### src/rtl/dac_spi_responder.sv
// SPI slave receiver for 24-bit DAC write frames: oversamples SCK/CS/SDI/LDAC,
// decodes command/address/data and maintains the DAC input and output registers.
`timescale 1ns/1ps

module dac_spi_responder #(
    parameter int unsigned FRAME_BITS  = 24,
    parameter int unsigned DATA_BITS   = 16,
    parameter int unsigned SYNC_STAGES = 2
) (
    input  logic                 clock,
    input  logic                 reset,
    input  logic                 spi_sck,
    input  logic                 spi_cs_n,
    input  logic                 spi_sdi,
    input  logic                 spi_ldac_n,
    output logic                 frame_valid,
    output logic [3:0]           frame_cmd,
    output logic [3:0]           frame_addr,
    output logic [DATA_BITS-1:0] frame_data,
    output logic                 frame_error,
    output logic [DATA_BITS-1:0] dac_value,
    output logic                 dac_update
);

    localparam int unsigned CNT_W   = $clog2(FRAME_BITS + 2);
    localparam int unsigned FLUSH_W = $clog2(SYNC_STAGES + 2);
    localparam logic [CNT_W-1:0]   CNT_FULL  = CNT_W'(FRAME_BITS);
    localparam logic [CNT_W-1:0]   CNT_SAT   = CNT_W'(FRAME_BITS + 1);
    localparam logic [FLUSH_W-1:0] FLUSH_END = FLUSH_W'(SYNC_STAGES + 1);
    localparam logic [3:0] CMD_WRITE_INPUT  = 4'h0;
    localparam logic [3:0] CMD_WRITE_UPDATE = 4'h3;

    typedef enum logic {
        IDLE,
        RECV
    } state_t;

    logic [SYNC_STAGES-1:0] sck_sync;
    logic [SYNC_STAGES-1:0] cs_sync;
    logic [SYNC_STAGES-1:0] sdi_sync;
    logic [SYNC_STAGES-1:0] ldac_sync;
    logic                   sck_hist;
    logic                   cs_hist;
    logic                   ldac_hist;
    logic [FLUSH_W-1:0]     flush_cnt;

    // Input synchronizers plus one history flop each for edge detection
    always_ff @(posedge clock or posedge reset) begin
        if (reset) begin
            sck_sync  <= '0;
            cs_sync   <= '1;
            sdi_sync  <= '0;
            ldac_sync <= '1;
            sck_hist  <= 1'b0;
            cs_hist   <= 1'b1;
            ldac_hist <= 1'b1;
            flush_cnt <= '0;
        end else begin
            sck_sync  <= {sck_sync[SYNC_STAGES-2:0], spi_sck};
            cs_sync   <= {cs_sync[SYNC_STAGES-2:0], spi_cs_n};
            sdi_sync  <= {sdi_sync[SYNC_STAGES-2:0], spi_sdi};
            ldac_sync <= {ldac_sync[SYNC_STAGES-2:0], spi_ldac_n};
            sck_hist  <= sck_sync[SYNC_STAGES-1];
            cs_hist   <= cs_sync[SYNC_STAGES-1];
            ldac_hist <= ldac_sync[SYNC_STAGES-1];
            if (flush_cnt != FLUSH_END) begin
                flush_cnt <= flush_cnt + FLUSH_W'(1);
            end
        end
    end

    // Edges are masked until the pipeline holds real pin levels, so a pin
    // already low at reset release (CS or LDAC) never looks like a falling edge.
    logic sync_ready;
    logic sck_s;
    logic cs_s;
    logic sdi_s;
    logic ldac_s;
    logic sck_rise;
    logic cs_fall;
    logic cs_rise;
    logic ldac_fall;

    assign sync_ready = (flush_cnt == FLUSH_END);
    assign sck_s      = sck_sync[SYNC_STAGES-1];
    assign cs_s       = cs_sync[SYNC_STAGES-1];
    assign sdi_s      = sdi_sync[SYNC_STAGES-1];
    assign ldac_s     = ldac_sync[SYNC_STAGES-1];
    assign sck_rise   = sync_ready &  sck_s  & ~sck_hist;
    assign cs_fall    = sync_ready & ~cs_s   &  cs_hist;
    assign cs_rise    = sync_ready &  cs_s   & ~cs_hist;
    assign ldac_fall  = sync_ready & ~ldac_s &  ldac_hist;

    state_t                 state;
    state_t                 state_nxt;
    logic [CNT_W-1:0]       bit_cnt;
    logic [CNT_W-1:0]       bit_cnt_nxt;
    logic [FRAME_BITS-1:0]  shift_reg;
    logic [FRAME_BITS-1:0]  shift_nxt;
    logic [DATA_BITS-1:0]   input_reg;
    logic [DATA_BITS-1:0]   input_nxt;
    logic                   valid_nxt;
    logic                   error_nxt;
    logic                   update_nxt;
    logic [3:0]             cmd_nxt;
    logic [3:0]             addr_nxt;
    logic [DATA_BITS-1:0]   data_nxt;
    logic [DATA_BITS-1:0]   dac_nxt;

    logic [3:0]             rx_cmd;
    logic [3:0]             rx_addr;
    logic [DATA_BITS-1:0]   rx_data;

    assign rx_cmd  = shift_reg[FRAME_BITS-1 -: 4];
    assign rx_addr = shift_reg[FRAME_BITS-5 -: 4];
    assign rx_data = shift_reg[DATA_BITS-1:0];

    // Next-state and output logic
    always_comb begin
        state_nxt   = state;
        bit_cnt_nxt = bit_cnt;
        shift_nxt   = shift_reg;
        input_nxt   = input_reg;
        valid_nxt   = 1'b0;
        error_nxt   = 1'b0;
        update_nxt  = 1'b0;
        cmd_nxt     = frame_cmd;
        addr_nxt    = frame_addr;
        data_nxt    = frame_data;
        dac_nxt     = dac_value;

        case (state)
            IDLE: begin
                if (cs_fall) begin
                    bit_cnt_nxt = '0;
                    shift_nxt   = '0;
                    state_nxt   = RECV;
                end
            end
            RECV: begin
                if (cs_rise) begin
                    state_nxt = IDLE;
                    if (bit_cnt == CNT_FULL) begin
                        valid_nxt = 1'b1;
                        cmd_nxt   = rx_cmd;
                        addr_nxt  = rx_addr;
                        data_nxt  = rx_data;
                        if (rx_cmd == CMD_WRITE_INPUT) begin
                            input_nxt = rx_data;
                        end else if (rx_cmd == CMD_WRITE_UPDATE) begin
                            input_nxt  = rx_data;
                            dac_nxt    = rx_data;
                            update_nxt = 1'b1;
                        end
                    end else begin
                        error_nxt = 1'b1;
                    end
                end else if (cs_fall) begin
                    // A missed CS rise: restart on the new frame
                    bit_cnt_nxt = '0;
                    shift_nxt   = '0;
                end else if (sck_rise) begin
                    shift_nxt = {shift_reg[FRAME_BITS-2:0], sdi_s};
                    if (bit_cnt != CNT_SAT) begin
                        bit_cnt_nxt = bit_cnt + CNT_W'(1);
                    end
                end
            end
            default: state_nxt = IDLE;
        endcase

        // LDAC sees the input register as updated by a coincident frame
        if (ldac_fall) begin
            dac_nxt    = input_nxt;
            update_nxt = 1'b1;
        end
    end

    // State and output registers
    always_ff @(posedge clock or posedge reset) begin
        if (reset) begin
            state       <= IDLE;
            bit_cnt     <= '0;
            shift_reg   <= '0;
            input_reg   <= '0;
            frame_valid <= 1'b0;
            frame_error <= 1'b0;
            dac_update  <= 1'b0;
            frame_cmd   <= '0;
            frame_addr  <= '0;
            frame_data  <= '0;
            dac_value   <= '0;
        end else begin
            state       <= state_nxt;
            bit_cnt     <= bit_cnt_nxt;
            shift_reg   <= shift_nxt;
            input_reg   <= input_nxt;
            frame_valid <= valid_nxt;
            frame_error <= error_nxt;
            dac_update  <= update_nxt;
            frame_cmd   <= cmd_nxt;
            frame_addr  <= addr_nxt;
            frame_data  <= data_nxt;
            dac_value   <= dac_nxt;
        end
    end

endmodule

### config.mk
export PLATFORM = sky130hd
export DESIGN_NAME = dac_spi_responder
export DESIGN_NICKNAME = d
export VERILOG_FILES = /design/src/rtl/dac_spi_responder.sv
export SDC_FILE = /design/constraint.sdc
export NUM_CORES = 1
export LEC_CHECK = 0
export ABC_AREA = 1
export BUFFER_PORTS_ARGS = -buffer_cell sky130_fd_sc_hd__buf_2
export CORE_ASPECT_RATIO = 2
export CORE_MARGIN = 5
export CORE_UTILIZATION = 35
export CTS_CLUSTER_SIZE = 40
export DETAILED_ROUTE_END_ITERATION = 6
export PLACE_DENSITY = 0.61
export SYNTH_ARGS = -nofsm -noshare
export SYNTH_HDL_FRONTEND = slang
export SYNTH_SLANG_ARGS = --single-unit
### constraint.sdc
create_clock -name clock -period 3.1 [get_ports clock]
set_input_delay 0 -clock clock [delete_from_list [all_inputs] [get_ports clock]]
set_output_delay 0 -clock clock [all_outputs]
set_load 0.05 [all_outputs]
==> results of run 1 <==
[path summary, 6_finish.rpt]
| kind | startpoint | end |
|---|---|---|
| max | flush_cnt[0]$_DFFE_PP0P_ | shift_reg[20]$_DFFE_PP0P_ |
| min | spi_sdi | sdi_sync[0]$_DFF_PP0_ |
| max in group asynchronous | reset | frame_data[1]$_DFFE_PP0P_ |
| max reg2reg | flush_cnt[0]$_DFFE_PP0P_ | shift_reg[20]$_DFFE_PP0P_ |
| min in group asynchronous | reset | input_reg[11]$_DFF_PP0_ |
| min reg2reg | sck_sync[0]$_DFF_PP0_ | sck_sync[1]$_DFF_PP0_ |
[layout make-up]
type	count	area (sq um)
fillers	1288	7420
flip-flops and latches	102	2560
multi-input cells	289	1520
repair buffers	61	350
clock buffers	14	284
inverters	70	265
well taps	150	188
clock inverters	2	38.8
[where the power goes]
group          internal [uW]  switching (uW)
Combinational           60.3             180
Sequential              1370            40.0
Clock                    716             480
[cells by family after synthesis]
logic type | share of synthesized area
AOI/OAI and AO/OA | 0.0676
DFF | 0.567
xor gates and xnor gates | 0.00194
buffers and inverters | 0.0959
adders and majority gates | 0.0111
and+or+nand+nor | 0.257
[per-layer routing]
metal,share of wire,up-vias
li1,-,1681
met2,0.53,59
met3,0.033,13
met1,0.41,1587
met4,0.024,0
met5,0,-
[cell usage in the layout (no fill, tap or decap), drive strengths merged]
| cell type | count |
|---|---|
| nand4 | 45 |
| nor2 | 11 |
| nand3b | 2 |
| dlygate4sd3 | 5 |
| or2 | 1 |
| and2 | 17 |
| dfstp | 6 |
| clkbuf | 14 |
| xnor2 | 1 |
| a21oi | 2 |
| inv | 70 |
| dfrtp | 96 |
| nand2 | 100 |
| nand3 | 53 |
| buf | 56 |
| ha | 4 |
| bufinv | 1 |
| clkinv | 1 |
| o21ai | 53 |
[stage by stage]
step	setup slack, ps	utilization	instances	total power, uW
finish	989	0.413	688	2840
global route	771	0.413	688	2960
CTS	949	0.413	688	2870
detailed placement	965	0.383	667	1670
global placement	1000	0.383	667	1660
floorplan	434	-	487	1620
==> run metrics, run 1 <==
final setup fails 0; Rel. slew slack 0.422; post-DR wirelength/cell 14.9 um; period utilisation layout 0.681; cts hold-fix bufs 5; Avg Cell Area, Syn 9.27 sq um; worst hold path type in2reg; n_diodes 0; clk sinks 102; Layout Skew 10.8 ps; Remaining DRCs 0; flop2flop setup slack 990 ps; slowest CP cell dfrtp_1; Min Clock Period, post-route 2110 ps; Stages on worst setup path 7; gpl congestion 0.818; total length of routed wires 10300 um; M3 GR Usage 0.0264; core footprint roughly 13000 sq um; Die Area 15400 sq um; first-pass GRT wire length 17000 um; number of global-route vias before repair 3303; CTS root buffer clkbuf_16; Post-synth top cells nand2_1 (97), dfrtp_1 (96), inv_1 (65); buffer and inverter count on the worst path 0; mapped cell area 4520 sq um; final hold vios 0; worst-margin pin slew 866 ps; largest net degree at the start of global routing 71; Critical Path AT 2360 ps; Final TNS setup 0 ps; Area growth syn-to-layout 15.4%; Die Span X 90.3 um; Post-synth EDFFs 0; num ports 49; Row Count slightly below 60; nets 543; Max-cap violations 0; WHS Path Cells 2; met2 Track Usage GR 0.244; register area share after synthesis 0.567; Worst-path clk slew 70 ps; yosys warns 0; antenna violations before repair 0; via count 3340; top-count cell post-synth nand2_1; Final Max Tran Viols 0; Leakage 0.00266 uW; grt met1 use 0.158; PD cells 546 nW/um^2; cell area after layout 5210 sq um; worst-skew pair later-pin latency 350 ps; Largest register FFs 24; Yosys top cell area share 0.532; Syn Nets around 500; Initial Util 0.358; post-synthesis cell type count 28; initial DRC count 209; final hold slack 289 ps; postcts setup bufs 0; DRT Pass-1 Iters 5; gr usage total 0.137; GRT Residual Overflow 0; most common flop cell mapped by yosys dfrtp_1; worst setup path class reg2reg; post-cts sizing count 0; post-synth top area cell dfrtp_1; Synth area leaders dfrtp_1 (53%), nand2_1 (8.1%), nand4_1 (6.2%); Critical Path Sink Type register; Startpoint Class register; post-DP HPWL 7360 um; Final ANT Viol Nets 0; CP top delay family simple AND/OR/NAND/NOR gates; Cells after Synth 487; worst-case reg-to-reg path depth 7; port bufs between 40 and 50; IR drop worst, VDD 290 uV; share of cells above drive strength 1 0.190; CTS tree yes; GR peak layer met2; deepest clock path buffer count 2; Die Y 171 um; CP Cell Sequence ha_1 > nand2_1 > nor2_2 > nor2_8 > nand2_2 > and2_4 > o21ai_0; number of synthesized register bits 102; dpl cell area ~4800 sq um; Num CTS Buffers 9; htree depth 3; status finished, final reports clean; slowest stage delay, CP 400 ps; Peak Freq between 0.4 and 0.5 GHz; vias per cell 4.85; Max FO, Critical Path 28; RSZ-0062 raised after global routing false; Post-synth ARST share 1.00; Critical Path RT ~3400 ps
(Power assumes the default switching activity.)
==> inputs of run 2 (changes only) <==
--- a/config.mk
+++ b/config.mk
@@ -12,7 +12,7 @@
 export CORE_UTILIZATION = 35
 export CTS_CLUSTER_SIZE = 40
 export DETAILED_ROUTE_END_ITERATION = 6
-export PLACE_DENSITY = 0.61
+export PLACE_DENSITY = 0.63
 export SYNTH_ARGS = -nofsm -noshare
 export SYNTH_HDL_FRONTEND = slang
 export SYNTH_SLANG_ARGS = --single-unit
==> constraint.sdc (replaced) <==
create_clock -name clock -period 1.9 [get_ports clock]
set_input_delay 0 -clock clock [delete_from_list [all_inputs] [get_ports clock]]
set_output_delay 0 -clock clock [all_outputs]
set_load 0.05 [all_outputs]
==> run metrics, run 2 (synthesis gave the netlist of run 1 again) <==
worst-case reg-to-reg path depth 7 (unchanged); CP Cell Sequence ha_2 > nand2_1 > nor2_2 > nor2_8 > nand2_2 > and2_2 > o21ai_1; grt met1 use 0.170 (+0.0125); nets 552 (+1.7%); Die Area 15400 sq um (unchanged); flop2flop setup slack 120 ps (-870 ps); M3 GR Usage 0.0282 (+0.00176); Leakage 0.00269 uW (+1.2%); Critical Path AT 2000 ps (-360 ps); commonest non-fill, non-tap cells in the layout nand2_1 (97), dfrtp_1 (96), inv_1 (64); net switching power 1170 uW (+68%); IR drop worst, VDD 447 uV (+54%); postcts setup bufs 0 (unchanged); worst-margin pin slew 542 ps (-325 ps); n_diodes 0 (unchanged); number of global-route vias before repair 3690 (+12%); vias per cell 4.97 (+2.4%); Row Count 58 (unchanged); status finished, final reports clean; Rel. slew slack 0.639 (+0.217); Largest register FFs 24 (unchanged); GRT Residual Overflow 0 (unchanged); Worst Hold End sdi_sync[0]$_DFF_PP0_; Worst-path clk slew 70 ps (about the same); initial DRC count 203 (-2.9%); cell area after layout 5310 sq um (+1.9%); deepest clock path buffer count 2 (unchanged); Critical Path RT 2120 ps (-1230 ps); worst min-delay path startpoint spi_sdi; FF-to-FF Start flush_cnt[0]$_DFFE_PP0P_; most common cell after layout, fill and taps aside nand2_1; clk sinks 102 (unchanged); Power Total 4600 uW (+62%); dpl cell area 4930 sq um (+2.0%); Die Y 171 um (unchanged); combinational power share 0.099 (+0.014); total length of routed wires 10600 um (+2.9%); worst setup path class reg2reg; CTS tree yes; largest net degree at the start of global routing 103 (+45%); Final ANT Viol Nets 0 (unchanged); Critical Path Sink Type register; Startpoint Class register; Sw Ratio 0.255 (+0.00908); slowest stage delay, CP 380 ps (-20 ps); Final Max Tran Viols 0 (unchanged); Num CTS Buffers 9 (unchanged); Final TNS setup 0 ps (unchanged); Die Span X 90.3 um (unchanged); Internal Power 3420 uW (+60%); final hold slack 301 ps (+11.8 ps); gr usage total 0.146 (+0.00899); antenna violations before repair 0 (unchanged); post-DP HPWL 7480 um (+1.6%); post-DR wirelength/cell 15.2 um (+1.6%); port bufs 48 (unchanged); htree depth 3 (unchanged); DRT Pass-1 Iters 5 (unchanged); PD cells 866 nW/um^2 (+59%); worst hold path type in2reg; share of cells above drive strength 1 0.205 (+0.0152); Max-cap violations 0 (unchanged); final hold vios 0 (unchanged); Layout Skew 8.47 ps (-2.38 ps); Peak Freq 0.562 GHz (+19%); Worst R2R End shift_reg[3]$_DFFE_PP0P_; Remaining DRCs 0 (unchanged); CTS root buffer clkbuf_16; period utilisation layout 0.936 (+0.255); clock power share 0.403 (-0.018); worst-skew pair later-pin latency 340 ps (about the same); Area growth syn-to-layout 17.5%; Max FO, Critical Path 12 (-57%); met2 Track Usage GR 0.253 (+0.00893); Seq pwr share 0.499 (+0.004); num ports 49 (unchanged); first-pass GRT wire length 18300 um (+7.7%); GR peak layer met2; gpl congestion 0.809 (-1.1%); Initial Util 0.358 (unchanged); WHS Path Cells 2 (unchanged); core footprint 12600 sq um (unchanged); final setup fails 0 (unchanged); via count 3465 (+3.7%); Min Clock Period, post-route 1780 ps (-332 ps); slowest CP cell dfrtp_1; final core utilization 0.420 (+0.00783)
-- run 2: cell types whose count changed in the layout (fill, tap and decap cells not counted), sizes merged --
cell / delta
clkinvlp: +3
buf: +8
and2: +1
inv: -1
clkbuf: -3
clkinv: +1
-- run 2: power groups by stage --
stage	sequential [uW]	clock [uW]	combinational, uW
after floorplan	2320	0	317
after global placement	2330	0	424
after detailed placement	2330	0	435
after CTS	2290	1900	444
after global routing	2300	1980	510
final	2290	1850	453
-- run 2: what timing repair did --
item                                    in CTS  in global routing
hold endpoints to repair                   100                  0
hold buffers                                 5                  0
pin swaps                                    0                  1
endpoints found under the setup margin       1                 64
resized for setup                            1                  2
cloned                                       0                  1
-- run 2: per-stage QoR --
step / cells / setup WS [ps]
final: 697 / 121
after global routing: 697 / -18.3
after CTS: 696 / 25.1
after detailed placement: 675 / 26.6
after global placement: 675 / 115
after floorplan: 487 / 343
-- run 2: final cells by class --
cell class | instances | area (sq um)
tap | 150 | 188
clock buffer | 11 | 243
inverter | 70 | 267
timing repair buffer | 69 | 452
clock inverter | 5 | 58.8
fill | 1246 | 7320
sequential | 102 | 2560
multi-input combinational | 290 | 1540
-- run 2: metal layers --
metal | share of wire | wire length, um
met5 | 0 | 0
met2 | 0.53 | 5620
met3 | 0.044 | 461
met4 | 0.034 | 357
met1 | 0.39 | 4130
-- run 2: worst max path at each step --
stage	startpoint	to	slack [ps]	cells after the start
final	flush_cnt[0]$_DFFE_PP0P_	shift_reg[3]$_DFFE_PP0P_	120	7
after global placement	flush_cnt[0]$_DFFE_PP0P_	shift_reg[21]$_DFFE_PP0P_	120	7
after global routing	flush_cnt[0]$_DFFE_PP0P_	bit_cnt[0]$_DFFE_PP0P_	-20	6
after floorplan	flush_cnt[0]$_DFFE_PP0P_	frame_addr[3]$_DFFE_PP0P_	340	11
after CTS	flush_cnt[0]$_DFFE_PP0P_	shift_reg[23]$_DFFE_PP0P_	30	7
after detailed placement	flush_cnt[0]$_DFFE_PP0P_	shift_reg[23]$_DFFE_PP0P_	30	7
-- run 2: worst max-delay path, delay by kind of cell, from the launching register on --
| family | cells | cell delay (ps) |
|---|---|---|
| AOI/OAI and AO/OA | 1 | 100 |
| adders and majority gates | 1 | 270 |
| DFF | 1 | 380 |
| and+or+nand+nor | 5 | 920 |
==> inputs of run 3 (changes only) <==
==> constraint.sdc (replaced) <==
create_clock -name clock -period 1.9 [get_ports clock]
set_input_delay 0.095 -clock clock [delete_from_list [all_inputs] [get_ports clock]]
set_output_delay 0.095 -clock clock [all_outputs]
set_load 0.05 [all_outputs]
==> run metrics, run 3 (synthesis gave the netlist of run 1 again) <==
status finished, final reports clean; Critical Path Sink Type register; Die Area 15400 sq um (unchanged); worst-case reg-to-reg path depth 8 (+1); post-DP HPWL 7710 um (+3.2%); IR drop worst, VDD 554 uV (+24%); Rel. slew slack 0.614 (-0.0251); final hold vios 0 (unchanged); Startpoint Class register; htree depth 3 (unchanged); Final WS setup 143 ps (+22.0 ps); FF-to-FF Start flush_cnt[0]$_DFFE_PP0P_; worst-skew pair later-pin latency 360 ps (+20 ps); nets 549 (-0.54%); final setup fails 0 (unchanged); critical path launch point flush_cnt[0]$_DFFE_PP0P_; DRT Pass-1 Iters 5 (unchanged); first-pass GRT wire length 18100 um (-1.1%); Largest register FFs 24 (unchanged); Routed met2 length 5620 um (about the same); port bufs 48 (unchanged); CTS root buffer clkbuf_16; antenna violations before repair 0 (unchanged); gpl congestion 0.807 (-0.23%); clk sinks 102 (unchanged); final std cells w/o fill 694 (-0.43%); dpl cell area 4920 sq um (-0.30%); Num CTS Buffers 9 (unchanged); metal3 WL 416 um (-9.8%); vias per cell 5.13 (+3.1%); period utilisation layout 0.925 (-0.0116); via count 3557 (+2.7%); core footprint 12600 sq um (unchanged); Min Clock Period, post-route 1760 ps (-22.0 ps); commonest non-fill, non-tap cells in the layout nand2_1 (97), dfrtp_1 (96), inv_1 (64); flop2flop setup slack 140 ps (+20 ps); Layout Skew 9.80 ps (+1.33 ps); Max-cap violations 0 (unchanged); Area growth syn-to-layout 16.8%; Row Count 58 (unchanged); Critical Path AT 2000 ps (about the same); Final Max Tran Viols 0 (unchanged); Placed Instances 673 (-0.30%); gr usage total 0.147 (+0.000913); share of cells above drive strength 1 0.202 (-0.00255); final hold slack 349 ps (+47.5 ps); Critical Path RT 2150 ps (+30 ps); Remaining DRCs 0 (unchanged); Die Y 171 um (unchanged); Initial Util 0.358 (unchanged); post-DR wirelength/cell 15.5 um (+2.5%); cell area after layout 5280 sq um (-0.59%); worst setup path class reg2reg; Leakage 0.00268 uW (-0.65%); Final TNS setup 0 ps (unchanged); postcts setup bufs 0 (unchanged); GRT Residual Overflow 0 (unchanged); worst-margin pin slew 578 ps (+36.4 ps); Post-Route M1 WL 4380 um (+6.1%); worst hold path type in2async; Peak Freq 0.569 GHz (+1.3%); n_diodes 0 (unchanged); Worst-path clk slew 70 ps (about the same); CTS tree yes; Place WS 64.1 ps (+37.5 ps); Max FO, Critical Path 14 (+2); PD cells 862 nW/um^2 (-0.56%); Final ANT Viol Nets 0 (unchanged); # fillers 1307 (+4.9%); number of global-route vias before repair 3537 (-4.1%); Worst R2R End input_reg[10]$_DFF_PP0_; initial DRC count 190 (-6.4%); largest net degree at the start of global routing 45 (-56%); most common cell after layout, fill and taps aside nand2_1; deepest clock path buffer count 2 (unchanged); uppermost routed layer met4; total length of routed wires 10800 um (+2.0%); Die Span X 90.3 um (unchanged); num ports 49 (unchanged)
run 3: changes by cell type in the layout (fill, tap and decap cells not counted), sizes merged:
cell    previous run  this run
inv               69        73
clkinv             2         1
buf               64        62
clkbuf            11         9
and2              18        17
bufinv             1         0
run 3: repair_timing:
item                                    in CTS  in global routing
endpoints found under the setup margin       0                 68
resized for setup                            0                  3
endpoints found under the hold margin       26                  0
hold buffers                                 5                  0
run 3: worst max path at each step:
| stage | end | slack, ps |
|---|---|---|
| after floorplan | frame_addr[3]$_DFFE_PP0P_ | 340 |
| final | input_reg[10]$_DFF_PP0_ | 140 |
| after global routing | shift_reg[20]$_DFFE_PP0P_ | -1 |
| after detailed placement | shift_reg[20]$_DFFE_PP0P_ | 60 |
| after CTS | shift_reg[20]$_DFFE_PP0P_ | 50 |
| after global placement | shift_reg[20]$_DFFE_PP0P_ | 110 |
run 3: through the flow:
step,total power (uW),util
finish,4550,0.418
global route,4730,0.418
CTS,4580,0.417
detailed placement,2750,0.390
global placement,2750,0.390
floorplan,2640,-
run 3: power by group:
| group | internal [uW] | switching, uW | leakage [uW] | total, uW |
|---|---|---|---|---|
| Clock | 924 | 902 | 0.000138 | 1830 |
| Sequential | 2230 | 62.3 | 0.00138 | 2290 |
| Combinational | 116 | 313 | 0.00116 | 429 |
| Total | 3270 | 1280 | 0.00268 | 4550 |
run 3: area by class of cell:
cell class | instances | area [sq um] | area share
Timing Repair Buffer | 67 | 433 | 0.0820
Clock buffer | 9 | 225 | 0.0427
Multi-Input combinational cell | 289 | 1540 | 0.291
Inverter | 70 | 267 | 0.0505
Clock inverter | 7 | 66.3 | 0.0126
Tap cell | 150 | 188 | 0.0356
Sequential cell | 102 | 2560 | 0.485
run 3: critical path, stage by stage (launching register included):
cell	delay, ps
dfrtp_1	370
ha_2	260
inv_2	60
nor2_1	90
nand2_1	150
nor2_8	180
buf_4	230
nand3_1	120
and2_1	180
run 3: layer usage:
layer  up-vias  global-route usage
met1      1758               0.169
li1       1697                   -
met4         0              0.0849
met2        77               0.252
met3        25              0.0286
met5         -                   0
